**src/rtl/path_allocator.sv**
```systemverilog
// Round-robin path allocator for the 2x2 mesh: picks the primary or alternate route
// from the path-usage vector, grants one request at a time, tracks flits per source.
module path_allocator #(
    parameter int LEN_W = 4
) (
    input  logic                 clk,
    input  logic                 rst,
    input  logic [23:0]          path_usage,
    input  logic [3:0]           req_valid,
    input  logic [7:0]           req_dest,
    input  logic [4*LEN_W-1:0]   req_len,
    input  logic [3:0]           flit_done,
    output logic [3:0]           req_ready,
    output logic                 grant_valid,
    output logic [1:0]           grant_src,
    output logic [1:0]           grant_dest,
    output logic                 grant_path,
    output logic [3:0]           busy
);

    typedef enum logic [1:0] {
        IDLE,
        GRANT,
        HOLD
    } state_t;

    localparam logic [LEN_W-1:0] ONE = LEN_W'(1);

    state_t                  state_q, state_d;
    logic [1:0]              rr_ptr_q, rr_ptr_d;
    logic [3:0][LEN_W-1:0]   cnt_q, cnt_d;
    logic [3:0]              busy_q, busy_d;
    logic [3:0]              req_ready_q, req_ready_d;
    logic                    grant_valid_q, grant_valid_d;
    logic [1:0]              grant_src_q, grant_src_d;
    logic [1:0]              grant_dest_q, grant_dest_d;
    logic                    grant_path_q, grant_path_d;
    logic [LEN_W-1:0]        len_q, len_d;

    logic [3:0][1:0]         cls;
    logic [3:0][5:0]         field;
    logic [3:0]              pri_busy;
    logic [3:0]              alt_busy;
    logic [3:0]              eligible;
    logic [3:0]              alt_path;
    logic                    found;
    logic [1:0]              win;
    logic [1:0]              idx;

    // Class 0 (local) leaves both busy flags clear, so it is always eligible on path 0.
    always_comb begin
        cls      = '0;
        field    = '0;
        pri_busy = '0;
        alt_busy = '0;
        eligible = '0;
        alt_path = '0;
        for (int s = 0; s < 4; s++) begin
            cls[s]   = 2'(s) ^ req_dest[2*s +: 2];
            field[s] = path_usage[23-6*s -: 6];
            case (cls[s])
                2'd1: begin
                    pri_busy[s] = field[s][0];
                    alt_busy[s] = field[s][1];
                end
                2'd2: begin
                    pri_busy[s] = field[s][2];
                    alt_busy[s] = field[s][3];
                end
                2'd3: begin
                    pri_busy[s] = field[s][4];
                    alt_busy[s] = field[s][5];
                end
                default: begin
                    pri_busy[s] = 1'b0;
                    alt_busy[s] = 1'b0;
                end
            endcase
            eligible[s] = req_valid[s] && !busy_q[s] && (!pri_busy[s] || !alt_busy[s]);
            alt_path[s] = pri_busy[s];
        end
    end

    always_comb begin
        found = 1'b0;
        win   = rr_ptr_q;
        idx   = rr_ptr_q;
        for (int i = 0; i < 4; i++) begin
            idx = rr_ptr_q + 2'(i);
            if (!found && eligible[idx]) begin
                found = 1'b1;
                win   = idx;
            end
        end
    end

    always_comb begin
        state_d       = state_q;
        rr_ptr_d      = rr_ptr_q;
        req_ready_d   = '0;
        grant_valid_d = 1'b0;
        grant_src_d   = grant_src_q;
        grant_dest_d  = grant_dest_q;
        grant_path_d  = grant_path_q;
        len_d         = len_q;
        case (state_q)
            IDLE: begin
                if (found) begin
                    state_d       = GRANT;
                    grant_valid_d = 1'b1;
                    req_ready_d   = 4'b0001 << win;
                    grant_src_d   = win;
                    grant_dest_d  = req_dest[2*win +: 2];
                    grant_path_d  = alt_path[win];
                    len_d         = req_len[LEN_W*win +: LEN_W];
                    rr_ptr_d      = win + 2'd1;
                end
            end
            GRANT:   state_d = HOLD;
            HOLD:    state_d = IDLE;
            default: state_d = IDLE;
        endcase
    end

    // The granted source cannot already be busy, so the load never collides with a decrement.
    always_comb begin
        cnt_d  = cnt_q;
        busy_d = busy_q;
        for (int s = 0; s < 4; s++) begin
            if (state_q == GRANT && grant_src_q == 2'(s)) begin
                cnt_d[s]  = (len_q == '0) ? ONE : len_q;
                busy_d[s] = 1'b1;
            end else if (flit_done[s] && busy_q[s]) begin
                cnt_d[s] = cnt_q[s] - ONE;
                if (cnt_q[s] == ONE) begin
                    busy_d[s] = 1'b0;
                end
            end
        end
    end

    always_ff @(posedge clk or negedge rst) begin
        if (!rst) begin
            state_q       <= IDLE;
            rr_ptr_q      <= '0;
            cnt_q         <= '0;
            busy_q        <= '0;
            req_ready_q   <= '0;
            grant_valid_q <= 1'b0;
            grant_src_q   <= '0;
            grant_dest_q  <= '0;
            grant_path_q  <= 1'b0;
            len_q         <= '0;
        end else begin
            state_q       <= state_d;
            rr_ptr_q      <= rr_ptr_d;
            cnt_q         <= cnt_d;
            busy_q        <= busy_d;
            req_ready_q   <= req_ready_d;
            grant_valid_q <= grant_valid_d;
            grant_src_q   <= grant_src_d;
            grant_dest_q  <= grant_dest_d;
            grant_path_q  <= grant_path_d;
            len_q         <= len_d;
        end
    end

    assign req_ready   = req_ready_q;
    assign grant_valid = grant_valid_q;
    assign grant_src   = grant_src_q;
    assign grant_dest  = grant_dest_q;
    assign grant_path  = grant_path_q;
    assign busy        = busy_q;

endmodule

```
**config.mk**
```make
export PLATFORM = sky130hd
export DESIGN_NAME = path_allocator
export DESIGN_NICKNAME = d
export VERILOG_FILES = /design/src/rtl/path_allocator.sv
export SDC_FILE = /design/constraint.sdc
export NUM_CORES = 1
export LEC_CHECK = 0
export ABC_AREA = 1
export CAP_MARGIN = 40
export CORE_UTILIZATION = 44
export CTS_BUF_LIST = sky130_fd_sc_hd__clkbuf_16
export DETAILED_ROUTE_END_ITERATION = 10
export GPL_TIMING_DRIVEN = 0
export PLACE_DENSITY = 0.87
export SLEW_MARGIN = 25
export SYNTH_ARGS = -nofsm -noshare
export SYNTH_HDL_FRONTEND = slang
export SYNTH_SLANG_ARGS = --single-unit
```
**constraint.sdc**
```tcl
create_clock -name clk -period 1.9 [get_ports clk]
set_input_delay 0.285 -clock clk [delete_from_list [all_inputs] [get_ports clk]]
set_output_delay 0.285 -clock clk [all_outputs]
set_load 0.05 [all_outputs]
```
==> summary.txt, run 1 <==
STA
  • Max-slew headroom: 57.4%
  • Fin Clk Skew: 0.00453 ns
  • Final worst path period share: 113%
  • Final WS setup: -0.254 ns
  • Worst-margin pin slew: 0.634 ns
  • RSZ-0062 raised after global routing: true
  • Final setup violation count: 16
  • Endpoints failing hold: 0
  • Final Slew Violations: 0
  • Final TNS setup: -2.74 ns
  • Clock period minus worst slack: 2.15 ns
  • F_max: roughly 0.46 GHz

Drt
  • Via count: 3146
  • DRC viols: 0
  • DR iter-0 viols: around 250
  • Post-DRT Antenna Nets: 0
  • Routed wire length: 9030 µm
  • First-pass detailed-route iteration total: 5
  • Per-cell routed wire length: about 16 µm
  • Via/cell ratio: between 5 and 6

Clock tree
  • Clock root buffer: clkbuf_16
  • Num CTS Buffers: 5
  • Worst skew pair latency: 0.28 ns
  • CTS tree: built
  • Max Buffers Root-to-Sink: 2
  • Worst-path clk slew: 0.06 ns
  • H-tree depth: 2
  • CTS Sinks: 38

Synthesis
  • Yosys reg bits: 38
  • Mean post-synth cell area: between 7 and 8 µm²
  • Post-synthesis xor/xnor area fraction: 3.21%
  • Register area share after synthesis: roughly 35%
  • Top FF cell, synth: dfrtp_1
  • Adder-cell share of the synthesized area: under 10%
  • Largest family of logic cells by synthesized area: simple AND/OR/NAND/NOR gates
  • Top cells by area, synth: dfrtp_1, nand2_1, nand3_1
  • Synth Net Count: 452
  • Simple-Gate Fraction of Synth Area: roughly two fifths
  • Compound-cell area share of the yosys netlist: around 5.6%
  • Cells after synthesis: 382
  • Asr flop ratio synth: between 90% and 100%
  • Post-synth EDFFs: 0
  • Synth cell types: 31
  • Mux cell area share after synthesis: 0%
  • Top-count cell post-synth: nand2_1
  • Commonest cells post-synth: nand2_1, nand3_1, inv_1
  • Yosys top cell area share: 35.4%
  • Area leader, netlist: dfrtp_1
  • Yosys warnings: 0
  • Post-Syn Area: 2690 µm²

Critical path
  • Logic depth of the worst path, buffers included: 17
  • Worst path buffer plus inverter count: 4
  • Setup CP Type: flop to flop
  • CP arrival: 2.33 ns
  • CP cell instances: buf_8 > xor2_4 > inv_2 > nand2_1 > nand2_2 > nand2_2 > nand2_2 > nand2_2 > nand2_4 > buf_6 > buf_4 > nand3_1 > nand2_1 > nand2_1 > nand2_1 > nand2_1 > nand2_1
  • CP max FO: 6
  • CP Launch Type: flop
  • Critical path capture point type: flop
  • CP max stage cell: dfrtp_1
  • Crit path top cell by count: nand2_1
  • Slowest stage delay, CP: 0.38 ns
  • Crit path max-delay family: simple AND/OR/NAND/NOR gates
  • Worst reg2reg path depth: 17
  • Required time at the worst-slack endpoint: ~2.1 ns

GRT
  • GRT overflow: 0
  • Largest net degree at the start of global routing: 29
  • Gr usage total: 26.8%
  • Vias in the first global route: 2982
  • First-pass GRT wire length: 13200 µm
  • Initial antenna violation count: 0

Pwr
  • Pwr dens: 1900 nW/µm²
  • P_leak: 2.22 nW
  • Final Power: just over 8 mW
  • Worst ir drop on vdd: between 1 and 1.5 mV

Die
  • Starting Density: between 40% and 50%
  • DIE AREA: 6420 µm²
  • Die X: 80.1 µm
  • Io pins: 72
  • Row cnt: 28
  • Core area: 5920 µm²
  • Die Y-Extent: 80.1 µm

Place
  • Port Buffers: 71
  • Pre-CTS setup slack: -0.822 ns
  • Gp weighted congestion: 0.867
  • Final HPWL DP: 5290 µm

Cells and area
  • Synth-to-Final Area Change: 61.4%
  • Fillers: 412
  • N_diodes: 0
  • FF/Latch Area: between 900 and 1000 µm²
  • Multi-input gate area: 1860 µm²
  • Nets: roughly 570
  • Layout cells sized above 1: 28.1%

Flow run
  • Number of max-cap violations: 0

Status
  • Status: finished, violations left
  • Failing checks: setup timing

Min path
  • Hold/Removal Path Class: input pin to asynchronous set/reset pin
-- path summary, 6_finish.rpt --
path	startpoint	slack, ns	to
setup / recovery	rr_ptr_q[0]	-0.25	grant_path
hold / removal	rst	0.41	cnt_q[7]
setup reg to reg	rr_ptr_q[0]	-0.25	grant_path
hold reg to reg	state_q[1]	0.47	state_q[1]
max in group asynchronous	rst	1.04	busy[3]
min in group clk	state_q[1]	0.47	state_q[1]
-- metal layers --
| layer | track usage (%) | share of wire, % | vias to the layer above |
|---|---|---|---|
| met5 | 0 | 0 | - |
| met4 | 14.3 | 4.9 | 0 |
| met3 | 4.32 | 7.0 | 43 |
| met2 | 47.3 | 51 | 186 |
| met1 | 31.1 | 37 | 1447 |
| li1 | - | - | 1470 |
-- flip-flops by register name, indices dropped and copies added, names as in the netlist --
register	flops
cnt_q	16
state_q	2
busy	4
grant_valid	1
grant_src	2
rr_ptr_q	2
grant_dest	2
grant_path	1
req_ready	4
len_q	4
-- layout by cell type, fill, tap and decap left out, drive strengths merged, types with 12 or more instances in the layout --
cell type and instances:
clkdlybuf4s50 38, clkbuf 13, dlygate4sd2 19, dfrtp 38, inv 49, nand3 71
nor2 29, buf 46, ha 12, nand2 136
-- cell families after synthesis --
| logic type | after synthesis |
|---|---|
| adder cells (fa/ha/maj) | 12 |
| AO/OA/AOI/OAI | 23 |
| AND/OR/NAND/NOR | 246 |
| buffers and inverters | 54 |
| XOR/XNOR | 9 |
| flip-flops | 38 |
-- power breakdown --
| group | leakage, nW | internal [mW] | switching [mW] |
|---|---|---|---|
| registers | 0.456 | 1.23 | 0.410 |
| logic | 1.68 | 2.32 | 3.38 |
| clock network | 0.0826 | 0.609 | 0.313 |
-- final cells by class --
| type | count | area share [%] |
|---|---|---|
| repair buffers | 111 | 23.1 |
| multi-input cells | 291 | 43.0 |
| flip-flops and latches | 38 | 22.1 |
| plain buffers | 6 | 1.64 |
| inverters | 48 | 4.33 |
| clock buffers | 5 | 2.89 |
| well taps | 75 | 2.16 |
| clock inverters | 3 | 0.866 |
-- repair_timing --
| action | CTS | global route |
|---|---|---|
| endpoints found under the hold margin | 10 | 0 |
| resized for setup | 74 | 53 |
| buffers inserted | 28 | 9 |
| setup endpoints to repair | 17 | 17 |
| cloned | 3 | 0 |
| hold buffers | 1 | 0 |
| pin swaps | 43 | 36 |
-- stage by stage --
stage          cells  area (µm²)  util, %  hold WS, ns
3_3_place_gp     528        3570     60.4        0.426
5_1_grt          577        4340     73.2        0.457
2_1_floorplan    382        2770        -      -0.0106
3_5_place_dp     529        3590     60.6        0.182
4_1_cts          569        4170     70.4        0.427
6_report         577        4340     73.2        0.413
No activity file was read; power rests on OpenSTA's default activity.
==> run 2, diff against run 1 <==
Settings changed: CELL_PAD_IN_SITES_DETAIL_PLACEMENT set to 0, CELL_PAD_IN_SITES_GLOBAL_PLACEMENT set to 1, CORE_UTILIZATION 44 to 31, SLEW_MARGIN 25 to 20.
==> run 2 against run 1 <==
Effect of this change:
- the run still ends with setup timing left
- utilization fell by 21 points
- largest cell class unchanged
- critical path type unchanged
- register-to-register slack better by 0.04 ns
- largest power group unchanged
- cell count increased by 6.9%
==> summary.txt, run 2 (same netlist as run 1, synthesis figures left out) <==
Die
  • Core area: between 8000 and 9000 µm²
  • Die X: approximately 95 µm
  • Starting Density: between 30% and 40%
  • Die Y-Extent: 95.1 µm
  • DIE AREA: around 9000 µm²
  • Row cnt: 33
  • Io pins: 72

Cells and area
  • Post-route cell area: 4320 µm²
  • Commonest non-fill, non-tap cells in the layout: nand2_1, nand3_1, buf_4
  • Commonest non-fill, non-tap cell in the layout: nand2_1
  • Layout cells sized above 1: 30.9%
  • Synth-to-Final Area Change: 61.0%
  • N_diodes: 0
  • Multi-input gate area: 1760 µm²
  • Fillers: around 770
  • FF/Latch Area: 957 µm²
  • Nets: 581
  • Max reg flops: 16
  • Most flop-heavy register: cnt_q

Status
  • Failing checks: setup timing
  • Status: finished, violations left

Pwr
  • P_leak: 2.20 nW
  • Combinational Power Share: a little over two thirds
  • Sw Share: 48.1%
  • Clock power share: 9.8%
  • Pwr dens: 1890 nW/µm²
  • Worst ir drop on vdd: 1.09 mV
  • Internal: 4.24 mW
  • Seq pwr share: 19.6%
  • P_sw: 3.93 mW

STA
  • Endpoints failing hold: 0
  • Min Hold Slack: 0.404 ns
  • Worst-margin pin slew: 0.549 ns
  • Clock period minus worst slack: 2.12 ns
  • Final Slew Violations: 0
  • Final worst path period share: 112%
  • Max-slew headroom: 63.1%
  • Fin Clk Skew: 0.00479 ns
  • Final setup violation count: 17
  • F_max: 0.472 GHz
  • RSZ-0062 raised after global routing: true
  • Final WS setup: -0.219 ns

Clock tree
  • CTS Sinks: 38
  • Clock root buffer: clkbuf_16
  • H-tree depth: 2
  • Worst-path clk slew: 0.06 ns
  • Num CTS Buffers: 5
  • Max Buffers Root-to-Sink: 2
  • Worst skew pair latency: 0.28 ns
  • CTS tree: built

GRT
  • GRT overflow: 0
  • Gr usage total: 18.4%
  • First-pass GRT wire length: 13000 µm
  • Initial antenna violation count: 0
  • Largest net degree at the start of global routing: 30
  • Vias in the first global route: 2889

Critical path
  • Worst setup path end: rr_ptr_q[1]
  • CP Launch Type: flop
  • CP max FO: 8
  • Setup CP Type: flop to flop
  • CP arrival: around 2.3 ns
  • Worst r2r src: rr_ptr_q[0]
  • Critical path capture point type: flop
  • Worst reg2reg path depth: 14
  • Flop2flop setup slack: -0.22 ns
  • Crit path launch: rr_ptr_q[0]
  • R2r endpoint: rr_ptr_q[1]
  • Required time at the worst-slack endpoint: just over 2 ns

Drt
  • DRC viols: 0
  • Per-cell routed wire length: 12.8 µm
  • First-pass detailed-route iteration total: 4
  • Via/cell ratio: 4.75
  • Via count: 2929
  • Routed wire length: 7900 µm
  • Post-DRT Antenna Nets: 0
  • DR iter-0 viols: 143

Flow run
  • Number of max-cap violations: 0

Place
  • Final HPWL DP: 5430 µm
  • Port Buffers: 71
  • Gp weighted congestion: between 0.7 and 0.8
  • Pre-CTS setup slack: -0.844 ns
  • Placed cell area: 3630 µm²

Min path
  • Hold/Removal Path Class: input pin to asynchronous set/reset pin
==> run 2: cell count changes in the layout (fill, tap and decap cells not counted), moves of 3 or more <==
cell             before  now
buf_4                33   42
nand2_2              14   23
nand3_1              43   52
nand3_4              12    3
inv_1                38   31
nand2_1             110  103
dlygate4sd2_1        19   25
inv_2                 9   15
clkdlybuf4s50_1      38   35
dlymetal6s2s_1        5    2
==> run 2: power groups by stage <==
stage | combinational [mW] | sequential [mW] | clock, mW
after floorplan | 2.74 | 1.91 | 0
after global placement | 4.09 | 1.60 | 0
after detailed placement | 4.18 | 1.60 | 0
after CTS | 5.21 | 1.60 | 0.813
after global routing | 6.32 | 1.65 | 0.850
final | 5.76 | 1.60 | 0.801
==> run 2: through the flow <==
| step | power (mW) | setup TNS (ns) | std cells | util [%] |
|---|---|---|---|---|
| 2_1_floorplan | 4.65 | -0.0325 | 382 | - |
| 3_3_place_gp | 5.69 | -26.31 | 558 | 43.5 |
| 6_report | 8.16 | -2.89 | 617 | 52.1 |
| 3_5_place_dp | 5.79 | -12.69 | 559 | 43.7 |
| 5_1_grt | 8.82 | -3.92 | 617 | 52.1 |
| 4_1_cts | 7.62 | -0.719 | 606 | 50.4 |
==> run 2: timing repair <==
| item | in CTS | in global routing |
|---|---|---|
| gates cloned | 3 | 0 |
| hold endpoints to repair | 9 | 0 |
| hold buffers | 1 | 0 |
| gates resized for setup | 81 | 41 |
| pin swaps | 53 | 34 |
| endpoints found under the setup margin | 17 | 17 |
| setup buffers | 35 | 13 |
==> run 2: area by class of cell <==
type	count	share of cell area (%)
clock buffers	5	2.89
multi-input cells	291	40.6
clock inverters	3	0.376
inverters	48	4.34
flip-flops and latches	38	22.1
well taps	105	3.04
repair buffers	121	25.0
plain buffers	6	1.65
==> run 2: how the worst min path moves through the flow <==
stage | start | to | slack [ns]
finish | rst | cnt_q[8] | 0.40
global route | rst | cnt_q[7] | 0.44
CTS | rst | cnt_q[8] | 0.41
detailed placement | rst | cnt_q[7] | 0.17
global placement | state_q[1] | state_q[1] | 0.43
floorplan | rst | busy[0] | -0.01
==> run 2: worst max-delay path, cell delays in order (launching register included) <==
cell	delay [ns]
dfrtp_1	0.38
buf_8	0.15
xor2_4	0.18
inv_2	0.12
nand3_2	0.11
nand2_4	0.12
nand2_4	0.06
nor2_4	0.14
nand3_4	0.13
nand2_4	0.12
buf_8	0.15
inv_6	0.04
ha_4	0.20
nand2_2	0.06
o21ai_2	0.05
==> run 2: routing by layer <==
metal | track usage (%) | wire [µm]
met1 | 23.6 | 3640
met2 | 32.0 | 3860
met3 | 2.71 | 318
met4 | 4.67 | 80
met5 | 0 | 0
